`src/rtl/stopwatch_pkg.sv`:
```
// Shared types and constants for the stopwatch run/lap/clear controller.
package stopwatch_pkg;

  typedef enum logic [1:0] {
    IDLE    = 2'd0,
    RUN     = 2'd1,
    RUN_LAP = 2'd2,
    PAUSE   = 2'd3
  } sw_state_t;

  localparam int SEC_W        = 6;
  localparam int MIN_W        = 6;
  localparam int TICK_DIV_DEF = 100_000_000;

endpackage

```
`src/rtl/tick_prescaler.sv`:
```
// Divides clk into a one-cycle tick every TICK_DIV enabled cycles.
// The count holds while en is low, so a pause keeps the sub-second phase.
module tick_prescaler #(
  parameter int  TICK_DIV = 100_000_000,
  localparam int PW       = $clog2(TICK_DIV)
) (
  input  logic clk,
  input  logic rst,
  input  logic en,
  input  logic clr,
  output logic tick
);

  localparam logic [PW-1:0] TERM = PW'(TICK_DIV - 1);

  logic [PW-1:0] cnt_q, cnt_d;

  assign tick = en && (cnt_q == TERM);

  always_comb begin
    cnt_d = cnt_q;
    if (clr) begin
      cnt_d = '0;
    end else if (en) begin
      cnt_d = tick ? '0 : cnt_q + 1'b1;
    end
  end

  always_ff @(posedge clk or negedge rst) begin
    if (!rst) begin
      cnt_q <= '0;
    end else begin
      cnt_q <= cnt_d;
    end
  end

endmodule

```
`src/rtl/stopwatch_ctrl.sv`:
```
// Run/lap/pause/idle controller: turns button pulses into counter enable/clear
// and picks live or frozen lap time for the display.
module stopwatch_ctrl
  import stopwatch_pkg::*;
#(
  parameter int TICK_DIV = TICK_DIV_DEF
) (
  input  logic             clk,
  input  logic             rst,
  input  logic             start_stop,
  input  logic             lap_clr,
  input  logic [SEC_W-1:0] sec_in,
  input  logic [MIN_W-1:0] min_in,
  output logic             count_en,
  output logic             count_clr,
  output logic [SEC_W-1:0] disp_sec,
  output logic [MIN_W-1:0] disp_min,
  output logic             running,
  output logic             lap_active
);

  sw_state_t        state_q, state_d;
  logic [SEC_W-1:0] lap_sec_q, lap_sec_d;
  logic [MIN_W-1:0] lap_min_q, lap_min_d;
  logic             clr_q, clr_d;

  assign running    = (state_q == RUN) || (state_q == RUN_LAP);
  assign lap_active = (state_q == RUN_LAP);
  assign count_clr  = clr_q;
  assign disp_sec   = lap_active ? lap_sec_q : sec_in;
  assign disp_min   = lap_active ? lap_min_q : min_in;

  // start_stop always wins over a coincident lap_clr.
  always_comb begin
    state_d   = state_q;
    lap_sec_d = lap_sec_q;
    lap_min_d = lap_min_q;
    clr_d     = 1'b0;
    case (state_q)
      IDLE: begin
        if (start_stop)   state_d = RUN;
        else if (lap_clr) clr_d   = 1'b1;
      end
      RUN: begin
        if (start_stop) begin
          state_d = PAUSE;
        end else if (lap_clr) begin
          state_d   = RUN_LAP;
          lap_sec_d = sec_in;
          lap_min_d = min_in;
        end
      end
      RUN_LAP: begin
        if (start_stop)   state_d = PAUSE;
        else if (lap_clr) state_d = RUN;
      end
      PAUSE: begin
        if (start_stop) begin
          state_d = RUN;
        end else if (lap_clr) begin
          state_d = IDLE;
          clr_d   = 1'b1;
        end
      end
      default: state_d = IDLE;
    endcase
  end

  always_ff @(posedge clk or negedge rst) begin
    if (!rst) begin
      state_q   <= IDLE;
      lap_sec_q <= '0;
      lap_min_q <= '0;
      clr_q     <= 1'b0;
    end else begin
      state_q   <= state_d;
      lap_sec_q <= lap_sec_d;
      lap_min_q <= lap_min_d;
      clr_q     <= clr_d;
    end
  end

  tick_prescaler #(
    .TICK_DIV(TICK_DIV)
  ) u_prescaler (
    .clk (clk),
    .rst (rst),
    .en  (running),
    .clr (clr_q),
    .tick(count_en)
  );

endmodule

```
`config.mk`:
```
export PLATFORM = sky130hd
export DESIGN_NAME = stopwatch_ctrl
export DESIGN_NICKNAME = d
export VERILOG_FILES = /design/src/rtl/stopwatch_pkg.sv /design/src/rtl/tick_prescaler.sv /design/src/rtl/stopwatch_ctrl.sv
export SDC_FILE = /design/constraint.sdc
export NUM_CORES = 1
export LEC_CHECK = 0
export BUFFER_PORTS_ARGS = -buffer_cell sky130_fd_sc_hd__clkbuf_2
export CORE_ASPECT_RATIO = 0.6
export CORE_MARGIN = 2
export CORE_UTILIZATION = 57
export DETAILED_ROUTE_END_ITERATION = 7
export HOLD_SLACK_MARGIN = 0.15
export PLACE_DENSITY_LB_ADDON = 0.2
export SLEW_MARGIN = 10
export SYNTH_ARGS = -nofsm -noshare
export SYNTH_HDL_FRONTEND = slang
export SYNTH_SLANG_ARGS = --single-unit
```
`constraint.sdc`:
```
create_clock -name clk -period 2.26 [get_ports clk]
set_input_delay 0.565 -clock clk [delete_from_list [all_inputs] [get_ports clk]]
set_output_delay 0.565 -clock clk [all_outputs]
set_load 0.05 [all_outputs]
```
=== After elaboration in Yosys (flattened, before gate mapping) ===
Index checks and enable logic that the tools add are counted.

* Reduce and logical (&&, ||, !) cells: 7
* Add/sub/neg operators: 1
* Muxes and demuxes: 16
* Equality and inequality tests: 8
* Bitwise operators: 1

{| class="wikitable"
|+ Operator list
! kind !! count
|-
| 2-to-1 mux 27 bit || 3
|-
| adder 27 x 1 -> 27 bit, second input constant || 1
|-
| equality test 27 bit, second input constant || 1
|-
| 2-to-1 mux 2 bit || 7
|-
| 2-to-1 mux 6 bit || 2
|-
| inequality test 3 bit, second input constant || 3
|-
| one-hot mux 2 bit (4 select lines) || 1
|-
| equality test 2 bit, second input constant || 2
|-
| AND reduction 4 bit || 1
|-
| 2-to-1 mux 1 bit || 3
|-
| AND reduction 3 bit || 1
|-
| equality test 2 x 1 -> 1 bit, second input constant || 1
|-
| logical NOT 2 bit || 1
|-
| inequality test 2 bit, second input constant || 1
|-
| nonzero test 2 bit || 1
|-
| OR reduction 2 bit || 1
|-
| logical AND 1 bit || 1
|-
| logical OR 1 bit || 1
|-
| inverter 1 bit || 1
|}

* Bits in registers: 42
* Word-level logic and storage cells: 38

=== Longest topological paths before layout ===
Gate-level depths: netlist of run 1.

* Word-level depth: 6
* Depth in mapped cells: 8
* Gate-level depth less buffers: 7

=== Hierarchy ===
A second synthesis of run 1 with hierarchy kept.

* Cells, all modules: 239
* Area, all modules: 2,428.6 µm²

{| class="wikitable"
|+ By module, submodules not included
! module !! cells each !! area each (µm²) !! times used
|-
| tick_prescaler || 178 || 1,609.0 || 1
|-
| stopwatch_ctrl || 61 || 819.5 || 1
|}

=== Least setup slack after synthesis of run 1 ===
OpenSTA, ideal clock, no wires.

* Kind: flip-flop to output port
* Start: register state_q[0]
* End: output port count_en
* Setup slack: -367 ps
* Cell stages (with the launch flop): 7
* Data arrival time: 2,062 ps
* Cells stage by stage: dfrtp_1 -> inv_1 -> ha_1 -> nand4_1 -> nor4_1 -> nand2_1 -> inv_1

* Word-level cells in the longest chain between the ends: 3
* Elaborated cells between the ends (all ways): 4

{| class="wikitable"
|+ RTL lines
! item !! RTL line !! text
|-
| from (decl) || stopwatch_ctrl.sv:22 || <nowiki>sw_state_t state_q, state_d;</nowiki>
|-
| from (signal assigned) || stopwatch_ctrl.sv:76 || <nowiki>state_q <= state_d;</nowiki>
|-
| equality test 2 x 1 -> 1 bit / equality test 2 bit (equally long branches) || stopwatch_ctrl.sv:27 || <nowiki>assign running = (state_q == RUN) || (state_q == RUN_LAP);</nowiki>
|-
| logical OR 1 bit (*) || stopwatch_ctrl.sv:27 ||
|-
| via running || stopwatch_ctrl.sv:18 || <nowiki>output logic running,</nowiki>
|-
| logical AND 1 bit (*) || tick_prescaler.sv:18 || <nowiki>assign tick = en && (cnt_q == TERM);</nowiki>
|-
| to (decl) || stopwatch_ctrl.sv:14 || <nowiki>output logic count_en,</nowiki>
|}

The timed path passes the listed nets; every way through them passes the cells marked *.

=== Final worst setup path of run 1 ===
* Start: register u_prescaler.cnt_q[20]
* End: output port count_en

* Word-level cells in the longest chain between the ends: 2

{| class="wikitable"
|+ RTL lines
! item !! RTL line !! text
|-
| from (decl) || tick_prescaler.sv:16 || <nowiki>logic [PW-1:0] cnt_q, cnt_d;</nowiki>
|-
| from (signal assigned) || tick_prescaler.sv:33 || <nowiki>cnt_q <= cnt_d;</nowiki>
|-
| equality test 27 bit || tick_prescaler.sv:18 ||
|-
| logical AND 1 bit || tick_prescaler.sv:18 ||
|}

Every way passes these cells.

==> results of run 1 <==
worst register-to-register path: cells and delay by family (launching register included):
kind / cells / cell delay, ns
compound gates: 3 / 0.38
buf+inv: 5 / 0.56
flops: 1 / 0.48
simple gates: 2 / 0.71
cells by family (layout without fill, tap and decap cells):
| family | Yosys count | after routing | share of synthesized area [%] |
|---|---|---|---|
| multiplexers | 24 | 24 | 11.8 |
| adder cells (fa/ha/maj) | 6 | 6 | 3.29 |
| AO/OA/AOI/OAI | 19 | 19 | 5.65 |
| AND/OR/NAND/NOR | 99 | 99 | 23.2 |
| flip-flops | 42 | 42 | 46.1 |
| XOR/XNOR | 20 | 20 | 7.68 |
| buffers and inverters | 13 | 74 | 2.30 |
cell type report:
type	count	area share, %
Timing Repair Buffer	60	17.6
Clock buffer	6	2.66
Clock inverter	2	1.93
Multi-Input combinational cell	168	41.3
Sequential cell	42	33.8
Tap cell	47	1.89
Inverter	6	0.845
what timing repair did:
action                                  in CTS  in global routing
pin swaps                                    3                  2
endpoints found under the setup margin      13                 28
setup buffers                               12                  2
gates resized for setup                     27                 44
cloned                                       0                  0
cells in the final DEF (no fill, tap or decap), types with 2 or more instances in the layout:
cell type,n
mux2_4,12
nand3b_1,4
inv_1,3
buf_4,26
nor4_1,3
and4_1,2
nand2b_1,3
a31oi_1,4
inv_2,2
bufinv_16,2
nor2_1,29
xor2_1,13
xnor2_1,7
nor3_1,4
nor3_2,3
o21ai_0,3
clkbuf_2,18
and3_1,4
nand2_1,19
nand4_1,9
buf_8,12
ha_1,3
a21oi_1,5
clkbuf_16,2
ha_4,2
mux2_2,12
dfrtp_1,42
nand3_1,8
clkbuf_8,6
per-stage QoR:
step / instances / power [mW]
after floorplan: 223 / 2.02
after global placement: 309 / 2.37
after detailed placement: 309 / 2.40
after CTS: 329 / 3.31
after global routing: 331 / 3.76
final: 331 / 3.61
power by group:
part / total, mW / switching [mW] / leakage (nW) / internal, mW
Combinational: 1.81 / 1.01 / 0.820 / 0.801
Clock: 0.743 / 0.272 / 0.0714 / 0.471
Sequential: 1.06 / 0.140 / 0.552 / 0.921
state kept, by name, summed over array words and instances (netlist names):
name / flops
lap_sec_q: 6
u_prescaler.cnt_q: 27
state_q: 2
lap_min_q: 6
count_clr: 1
routing by layer:
layer,share of wire [%],up-vias,wire length (um)
met5,0,-,0
met4,2.7,0,180
met3,6.8,25,457
met2,47,106,3180
met1,43,1003,2920
li1,-,910,-
how the worst max path moves through the flow:
stage / slack, ns / startpoint / endpoint
2_1_floorplan: -0.04 / state_q[0] / disp_min[0]
3_3_place_gp: 0.14 / state_q[0] / disp_min[4]
3_5_place_dp: 0.04 / state_q[1] / count_en
4_1_cts: -0.16 / state_q[1] / count_en
5_1_grt: -0.21 / u_prescaler.cnt_q[20] / count_en
6_report: -0.17 / u_prescaler.cnt_q[20] / count_en
==> metrics, run 1 <==
WP data arrival 1.87 ns; routed wire length 6.74 mm; via count of the routed design 2044; Hold/Removal Path Class in2async; Chip Height 53.0 um; buffer and inverter count on the worst path 2; gate count of the mapped netlist 223; RSZ-0062 raised after global routing true; number of cells on the worst reg-to-reg path 10; Final GP Congestion 0.965; total negative setup slack -0.171 ns; starting utilization of the core area 61.0%; final hold violation count 0; RR Endpoint u_prescaler.cnt_q[23]; skew final 0.00300 ns; met2 capacity usage during global routing 41.0%; CP Cell Sequence nand4_1 > nor4_4 > nand2_2 > clkinvlp_4 > clkbuf_16; DRC violation total after the first TritonRoute iteration 275; normalized max-slew margin 64.3%; signed area change from the synthesized netlist to the final layout 36.2%; clock input transition at the sequential cells of the worst setup and hold paths 0.08 ns; most frequent cell after synthesis dfrtp_1; total placed instance area 2600 um2; die area 4540 um2; Detailed Place HPWL 3.61 mm; antenna violations before repair 0; largest fanout of any net on the critical path 7; FFs w/ async S/R, synth 100%; final core area utilization 83.0%; Slew Limit Fails 0; cts bufs inserted 5; number of ports placed on the die boundary 32; count of synthesis-stage warnings from yosys 0; leading cell types by count after synthesis 42 x dfrtp_1, 29 x nor2_1, 24 x mux2_2, 20 x nand2_1, 13 x xor2_1; Slew @ Worst Pin 0.535 ns; number of global-route vias before repair 1969; FF/Latch Area 1050 um2; overall track demand over capacity in global routing 28.4%; register area share after synthesis 46.1%; Crit Path Class reg2out; leading area contributor after synthesis dfrtp_1; CTS tree yes; width of the die 85.7 um; Routed WL per cell 20.3 um; number of storage elements in the synthesis netlist 42; violated checks setup timing; max incr delay on CP 0.48 ns; worst setup slack after placement 0.0386 ns; flip-flop cell with the highest count after synthesis dfrtp_1; count of TritonRoute iterations in the first routing pass 6; Post-Synthesis Net Count 245; Worst VDD drop 0.000870 V; number of vias per cell 6.18; clock net sink count 42; number of input and output port buffers inserted 31; GR met1 Demand/Resource 40.4%; maximum clock rate 411 MHz; cell area power density 1160 nW/um2; result of the run finished with violations; leakage power figure 1.44 nW; max cap viols 0; Root Driver clkbuf_8; global routing usage on met3 7.33%; core area 3740 um2; count of antenna-violating nets left after detailed routing 0; Hold Worst Slack 0.345 ns; GR Overflow Total 0; filler instances 186; number of enable-type register cells in the synthesized netlist 0; sort of element at the start of the critical path flop; Critical Path End Type output pin; part of the cycle the worst path needs 108%; cell at the slowest stage of the critical path dfrtp_1; ant diodes 0; fraction of post-synthesis cell area in the top cell type by area 46.1%; cell types occupying the most area after synthesis dfrtp_1 46%, mux2_2 12%, xor2_1 5.0%; DRC 0; post-route worst setup slack -0.171 ns; logic depth of the worst path, buffers included 5; mapped cell area 2280 um2; number of core rows 17; maximum root-to-sink buffer count 2; per-instance average area after synthesis 10.2 um2; r2r setup slk 0 ns; area of combinational cells with multiple inputs 1280 um2; H-tree levels 2; Top Usage Layer GRT met2; number of failing setup endpoints in the final timing report 1; layout cells sized above 1 39.1%; origin of the critical flop-to-flop path u_prescaler.cnt_q[20]; number of buffers inserted by hold repair at cts 0; post-layout min period 2.43 ns; first-pass GRT wire length 9.67 mm; endpoint required time on the critical path 1.69 ns; finished layout cell area 3110 um2; maximum number of pins on one net before global-route repair 43; Post-layout nets 305; number of distinct library cells after synthesis 37; category of cells accounting for the largest share of critical-path delay simple AND/OR/NAND/NOR gates; source-to-sink clock delay at the later pin of the worst-skew pair 0.30 ns
Note: power is estimated with default switching activity, not from simulation.
==> run 2, diff against run 1 <==
Settings changed: CORE_ASPECT_RATIO 0.6 to 0.9, PLACE_DENSITY set to 0.79, PLACE_DENSITY_LB_ADDON 0.2 to not set, SYNTH_HIERARCHICAL set to 1.
==> metrics, run 2 <==
result of the run finished with violations; violated checks setup timing; layout cells sized above 1 34.6%; finished layout cell area 2980 um2; leakage power figure 1.25 nW; via count of the routed design 2127; count of antenna-violating nets left after detailed routing 0; post-route worst setup slack -0.262 ns; routed wire length 5.85 mm; endpoint required time on the critical path 1.69 ns; core area 4070 um2; Routed WL per cell 17.0 um; ant diodes 0; GR Overflow Total 0; number of failing setup endpoints in the final timing report 1; clock net sink count 42; Post-layout nets 316; count of synthesis-stage warnings from yosys 6; H-tree levels 2; Chip Height 65.9 um; starting utilization of the core area 59.6%; maximum root-to-sink buffer count 2; register area share after synthesis 43.3%; cell types occupying the most area after synthesis dfrtp_1 43%, mux2_2 11%, or4_1 3.4%; maximum number of pins on one net before global-route repair 43; fraction of post-synthesis cell area in the top cell type by area 43.3%; number of vias per cell 6.20; Crit Path Class reg2out; overall track demand over capacity in global routing 25.9%; gate count of the mapped netlist 239; RSZ-0062 raised after global routing true; DRC violation total after the first TritonRoute iteration 161; number of distinct library cells after synthesis 47; cts bufs inserted 5; final core area utilization 73.1%; sort of element at the start of the critical path flop; DRC 0; number of input and output port buffers inserted 31; normalized max-slew margin 58.8%; Slew @ Worst Pin 0.616 ns; Root Driver clkbuf_8; leading area contributor after synthesis dfrtp_1; final hold violation count 0; commonest non-fill, non-tap cell in the layout dfrtp_1; largest fanout of any net on the critical path 2; skew final 0.00934 ns; Pwr Total 3.07 mW; flip-flop cell with the highest count after synthesis dfrtp_1; biggest registers after layout u_prescaler/cnt_q (27), lap_min_q (6), lap_sec_q (6); CTS tree yes; width of the die 72.8 um; number of ports placed on the die boundary 32; total placed instance area 2820 um2; most frequent cell after synthesis dfrtp_1; Post-Synthesis Net Count 261; WP data arrival 1.96 ns; FFs w/ async S/R, synth 100%; per-instance average area after synthesis 10.2 um2; source-to-sink clock delay at the later pin of the worst-skew pair 0.31 ns; clock input transition at the sequential cells of the worst setup and hold paths 0.09 ns; Final GP Congestion 0.860; first-pass GRT wire length 9.42 mm; antenna violations before repair 0; Worst VDD drop 0.000790 V; Critical Path End Type output pin; mapped cell area 2430 um2; cell area power density 1030 nW/um2; max cap viols 0; count of TritonRoute iterations in the first routing pass 6; number of enable-type register cells in the synthesized netlist 0; number of core rows 22; Slew Limit Fails 0; maximum clock rate 396 MHz; leading cell types in the layout, fill and taps excluded 42 x dfrtp_1, 32 x buf_4, 24 x mux2_2; number of storage elements in the synthesis netlist 42; die area 4800 um2; Largest Register u_prescaler/cnt_q; signed area change from the synthesized netlist to the final layout 22.7%; Hold/Removal Path Class in2async; number of global-route vias before repair 2001; Detailed Place HPWL 4.03 mm; part of the cycle the worst path needs 112%; flip-flop count of the largest register, all copies and words added 27; post-layout min period 2.52 ns; leading cell types by count after synthesis 42 x dfrtp_1, 24 x mux2_2, 15 x nand2_1, 14 x o21ai_0
[run 2: changes by cell type after synthesis, moves of 6 or more]
| cell | before | now |
|---|---|---|
| or4_1 | 1 | 11 |
| or3_1 | 1 | 7 |
| nor2_1 | 29 | 13 |
| xor2_1 | 13 | 5 |
| a21oi_1 | 6 | 12 |
| o21ai_0 | 3 | 14 |
[run 2: cell families after synthesis]
logic type / after synthesis / share of synthesized area, %
xor+xnor: 9 / 3.25
buf+inv: 17 / 3.50
mux: 25 / 11.5
simple gates: 89 / 20.8
flops: 42 / 43.3
fa+ha+maj: 6 / 3.09
compound gates: 51 / 14.6
[run 2: area by class of cell]
type                            count  area, um2
Multi-Input combinational cell    180       1340
Fill cell                         297       1090
Sequential cell                    42       1050
Timing Repair Buffer               59        393
Clock buffer                        5       68.8
Tap cell                           48       60.1
Clock inverter                      3       45.0
Inverter                            6       22.5
[run 2: through the flow]
| step | setup WS [ns] | setup TNS (ns) | hold WS, ns | instances |
|---|---|---|---|---|
| 2_1_floorplan | -0.0366 | -0.0366 | 0.269 | 239 |
| 3_3_place_gp | 0.0259 | 0 | 0.480 | 333 |
| 3_5_place_dp | 0.00934 | 0 | 0.492 | 333 |
| 4_1_cts | -0.275 | -0.275 | 0.333 | 341 |
| 5_1_grt | -0.336 | -0.557 | 0.357 | 343 |
| 6_report | -0.262 | -0.262 | 0.323 | 343 |
[run 2: path summary, 6_finish.rpt]
check | slack [ns] | depth (start not counted) | start | end
max reg2reg | 0.09 | 6 | u_prescaler/cnt_q[10] | u_prescaler/cnt_q[16]
max in group asynchronous | 1.57 | 2 | rst | u_prescaler/cnt_q[3]
min | 0.32 | 2 | rst | u_prescaler/cnt_q[17]
min in group clk | 0.48 | 2 | start_stop | count_clr
max | -0.26 | 4 | u_prescaler/cnt_q[10] | count_en
min reg2reg | 0.51 | 1 | lap_sec_q[5] | lap_sec_q[5]
[run 2: worst max-delay path, cell delays in order, from the launching register on]
cell	delay, ns
dfrtp_1	0.38
or4_4	0.53
or4_4	0.46
nor2_4	0.13
buf_12	0.14
[run 2: where the power goes]
group	switching (mW)	internal [mW]	total (mW)
clock network	0.283	0.329	0.612
logic	0.874	0.557	1.43
registers	0.113	0.918	1.03
[run 2: timing repair]
action / CTS / global route
buffers inserted: 0 / 2
resized for setup: 2 / 24
pin swaps: 0 / 2
setup endpoints to repair: 13 / 21
hold buffers: 0 / 0
[run 2: layer usage]
| layer | share of wire [%] | track usage (%) | vias to the layer above |
|---|---|---|---|
| met1 | 45 | 33.9 | 1052 |
| met3 | 3.8 | 6.10 | 8 |
| met4 | 1.5 | 8.80 | 0 |
| met5 | 0 | 0 | - |
| met2 | 50 | 42.2 | 49 |
| li1 | - | - | 1018 |
